**src/rtl/memory_arbiter.sv**
```systemverilog
// Two-port round-robin arbiter that shares one off-chip line-read channel
// between the instruction cache (req0) and the data cache (req1).
module memory_arbiter #(
  parameter int ADDR_WIDTH = 6,
  parameter int DATA_WIDTH = 64
) (
  input  logic                  clock,
  input  logic                  reset,
  input  logic                  req0_read_enable,
  input  logic [ADDR_WIDTH-1:0] req0_address,
  output logic                  req0_read_ready,
  input  logic                  req1_read_enable,
  input  logic [ADDR_WIDTH-1:0] req1_address,
  output logic                  req1_read_ready,
  output logic [DATA_WIDTH-1:0] read_data,
  output logic                  memory_read_enable,
  output logic [ADDR_WIDTH-1:0] memory_address,
  input  logic                  memory_read_ready,
  input  logic [DATA_WIDTH-1:0] memory_data,
  output logic [1:0]            grant
);

  localparam logic [1:0] IDLE    = 2'd0;
  localparam logic [1:0] ACCESS  = 2'd1;
  localparam logic [1:0] DONE    = 2'd2;
  localparam logic [1:0] RELEASE = 2'd3;

  logic [1:0]            state_q, state_d;
  logic [1:0]            grant_q, grant_d;
  logic                  prio1_q, prio1_d;
  logic [ADDR_WIDTH-1:0] addr_q, addr_d;
  logic [DATA_WIDTH-1:0] rdata_q, rdata_d;
  logic                  pick0;

  // req0 wins when alone, or on a tie while req1 does not hold the priority token
  assign pick0 = req0_read_enable && (!req1_read_enable || !prio1_q);

  always_comb begin
    state_d = state_q;
    grant_d = grant_q;
    prio1_d = prio1_q;
    addr_d  = addr_q;
    rdata_d = rdata_q;
    case (state_q)
      IDLE: begin
        if (grant_q == 2'b00) begin
          if (pick0) begin
            grant_d = 2'b01;
            addr_d  = req0_address;
            prio1_d = 1'b1;
            state_d = ACCESS;
          end else if (req1_read_enable) begin
            grant_d = 2'b10;
            addr_d  = req1_address;
            prio1_d = 1'b0;
            state_d = ACCESS;
          end
        end
      end
      ACCESS: begin
        if (memory_read_ready) begin
          rdata_d = memory_data;
          state_d = DONE;
        end
      end
      DONE: begin
        // Ownership ends with the completion pulse so RELEASE shows no grant
        grant_d = 2'b00;
        state_d = RELEASE;
      end
      default: begin
        state_d = IDLE;
      end
    endcase
  end

  always_ff @(posedge clock) begin
    if (reset) begin
      state_q <= IDLE;
      grant_q <= 2'b00;
      prio1_q <= 1'b0;
      addr_q  <= '0;
      rdata_q <= '0;
    end else begin
      state_q <= state_d;
      grant_q <= grant_d;
      prio1_q <= prio1_d;
      addr_q  <= addr_d;
      rdata_q <= rdata_d;
    end
  end

  // Outputs decode straight from registered state, so they change only on clock edges
  assign memory_read_enable = (state_q == ACCESS);
  assign memory_address     = addr_q;
  assign read_data          = rdata_q;
  assign grant              = grant_q;
  assign req0_read_ready    = (state_q == DONE) && grant_q[0];
  assign req1_read_ready    = (state_q == DONE) && grant_q[1];

endmodule
```
**config.mk**
```make
export PLATFORM = sky130hd
export DESIGN_NAME = memory_arbiter
export DESIGN_NICKNAME = d
export VERILOG_FILES = /design/src/rtl/memory_arbiter.sv
export SDC_FILE = /design/constraint.sdc
export NUM_CORES = 1
export LEC_CHECK = 0
export ABC_AREA = 0
export BUFFER_PORTS_ARGS = -buffer_cell sky130_fd_sc_hd__buf_4
export CORE_MARGIN = 3
export CORE_UTILIZATION = 39
export CTS_CLUSTER_SIZE = 14
export DETAILED_ROUTE_END_ITERATION = 7
export GPL_ROUTABILITY_DRIVEN = 0
export PLACE_DENSITY = 0.8
export SYNTH_ARGS = -nofsm -noshare
export SYNTH_HDL_FRONTEND = slang
export SYNTH_SLANG_ARGS = --single-unit
```
**constraint.sdc**
```tcl
create_clock -name clock -period 1.6 [get_ports clock]
set_clock_uncertainty 0.15 [all_clocks]
set_input_delay 0 -clock clock [delete_from_list [all_inputs] [get_ports clock]]
set_output_delay 0 -clock clock [all_outputs]
set_load 0.05 [all_outputs]
```
==> impl_metrics.tcl <==
set metrics [dict create \
    synth_commonest_cells "129 x nand2_1, 75 x dfxtp_1, 66 x a21oi_1" \
    total_power_uw 7680 \
    leakagePower_uw 0.00228 \
    status "finished, violations left" \
    worstPathCellList "inv_4 > ha_4 > buf_4 > nand2_4 > buf_12 > nand2_1 > a21oi_1" \
    clk_latency_ns 0.33 \
    dieHeight_um 89.9 \
    core_region_area_um2 6570 \
    p_per_area_nw_per_um2 1470 \
    cp-start-kind "flip-flop" \
    port_buffers 155 \
    grt_first_pass_wirelength_um 16300 \
    die_area_um2 8070 \
    required_ns 1.68 \
    yosysWarnings 0 \
    synth_cells 341 \
    rsz0062_at_grt "yes" \
    layout.area.seq_um2 1510 \
    setup_slack_ns -0.00519 \
    num_rows 29 \
    drtIter0Drc 109 \
    synth_nets 426 \
    yosysUniqueCellTypes 25 \
    max-slew-margin-rel 0.786 \
    drive_above_1_share 0.350 \
    setup_viol 1 \
    vias 3310 \
    nets 663 \
    syn_to_final_growth_pct 91.1 \
    clockBufferDepth 2 \
    fmax_ghz 0.623 \
    r2r_slack_ns -0.005 \
    synth.avg_cell_area_um2 8.04 \
    drt_pass1_iterations 4 \
    failed_checks "setup timing" \
    ys_ff_latch 75 \
    track_usage 0.246 \
    slew_viol_final 0 \
    vdd_drop_max_v 0.00130 \
    cts.reportedPaths.clkPinSlew_ns 0.08 \
    hold_class "reg2reg" \
    yosysMostFrequentCell "nand2_1" \
    cpMaxStageDelayCell "dfxtp_2" \
    wire_per_inst_um 15.5 \
    fp.dieW_um 89.9 \
    htreeDepth 3 \
    endpoint_kind "flip-flop" \
    drc 0 \
    cp.arrival_ns 1.69 \
    finalCritPeriodShare 1.00 \
    worstMarginPinSlew_ns 0.321 \
    clkSinkCount 75 \
    synth_flop_cell "dfxtp_1" \
    grt-ovfl-total 0 \
    wl_um 10500 \
    max_stage_delay_ns 0.38 \
    fin_crit_ns 1.61 \
    seq_area_frac_synth 0.547 \
    async_flop_share 0 \
    drtAntennaViolNets 0 \
    synth_area_leaders "dfxtp_1 55%, nand2_1 18%, a21oi_1 12%" \
    cts_buffers 9 \
    critPathTopFamily "flip-flops" \
    viasPerCell 4.90 \
    synth_edf_count 0 \
    drv_cap 0 \
    utilization 0.798 \
    syn_area_um2 2740 \
    hpwl_um 5880 \
    nFillCells 421 \
    cts-root-buf "clkbuf_8" \
    multi_input_area_um2 1210 \
    cts_tree "built" \
    start_util 0.418 \
    antenna_found_initial 0 \
    grt_max_degree 50 \
    grt_pass1_vias 3436 \
    synth_top_cell_area_share 0.547 \
    diodes 0 \
    ios 156 \
    path_buf_inv 3 \
    synth_top_cell_by_area "dfxtp_1" \
    worstSetupPathType "reg2reg" \
    hold_viol 0 \
    crit_path_max_fanout 17 \
]
-- sequential cells by signal (all words and copies together), names as in the netlist --
| signal | flops |
|---|---|
| state_q | 2 |
| memory_address | 6 |
| grant | 2 |
| prio1_q | 1 |
| read_data | 64 |
-- per-stage QoR --
step	hold WS [ns]	cell area [µm²]	std cells	setup TNS, ns	worst slack, ns
after floorplan	-0.0339	2790	341	0	0.00159
after detailed placement	0.0854	4110	577	-0.0467	-0.0313
after global placement	0.0686	4110	577	0	0.0386
final	0.306	5240	676	-0.00519	-0.00519
after CTS	0.292	5140	674	-0.0810	-0.0202
after global routing	0.325	5240	676	-0.217	-0.106
-- layout by cell type (no fill, tap or decap), types with 2 or more instances in the layout --
cell,count
o21ai_0,2
clkbuf_16,2
buf_12,5
mux2i_1,6
inv_1,2
a211oi_2,2
dfxtp_2,3
ha_4,2
inv_4,2
clkbuf_8,12
buf_4,160
buf_6,2
nor2_1,12
a21oi_1,65
dlygate4sd3_1,80
and2_1,2
clkinv_2,2
nand2_1,128
dfxtp_1,71
a211oi_1,4
-- power breakdown --
part           switching [µW]  internal, µW  total [µW]
clock network             668           844        1510
registers                 253          2220        2480
logic                    2260          1440        3690
-- tightest hold or removal path: stages, from the launching register on --
cell	delay, ns
dfxtp_1	0.31
nand2_1	0.05
a21oi_1	0.05
-- cell type report --
type                       count  share of cell area
sequential                    75               0.288
clock buffer                  12              0.0315
tap                           93              0.0222
clock inverter                 4             0.00907
multi-input combinational    239               0.231
inverter                       4             0.00382
timing repair buffer         249               0.415
-- metal layers --
layer  vias up  wire length [µm]  GRT usage
met3        33               586     0.0518
li1       1589                 -          -
met1      1536              3810      0.254
met2       152              5610      0.465
met5         -                 0          0
met4         0               447      0.125
-- worst paths after layout --
kind | from | endpoint | cells past startpoint
max | state_q[1] | read_data[48] | 7
min | read_data[34] | read_data[34] | 2
max reg2reg | state_q[1] | read_data[48] | 7
min reg2reg | read_data[34] | read_data[34] | 2
-- logic make-up after synthesis --
kind of cell / share of synthesized area
AOI/OAI and AO/OA: 0.159
buffers and inverters: 0.0392
muxes: 0.0219
and+or+nand+nor: 0.214
adders and majority gates: 0.0182
DFF: 0.547
-- timing repair --
| item | in CTS | in global routing |
|---|---|---|
| cloned | 0 | 2 |
| pin swaps | 1 | 3 |
| hold buffers | 80 | 0 |
| setup endpoints to repair | 6 | 58 |
| setup buffers | 1 | 0 |
| hold endpoints to repair | 73 | 0 |
| gates resized for setup | 2 | 15 |
No activity file was read; power rests on OpenSTA's default activity.
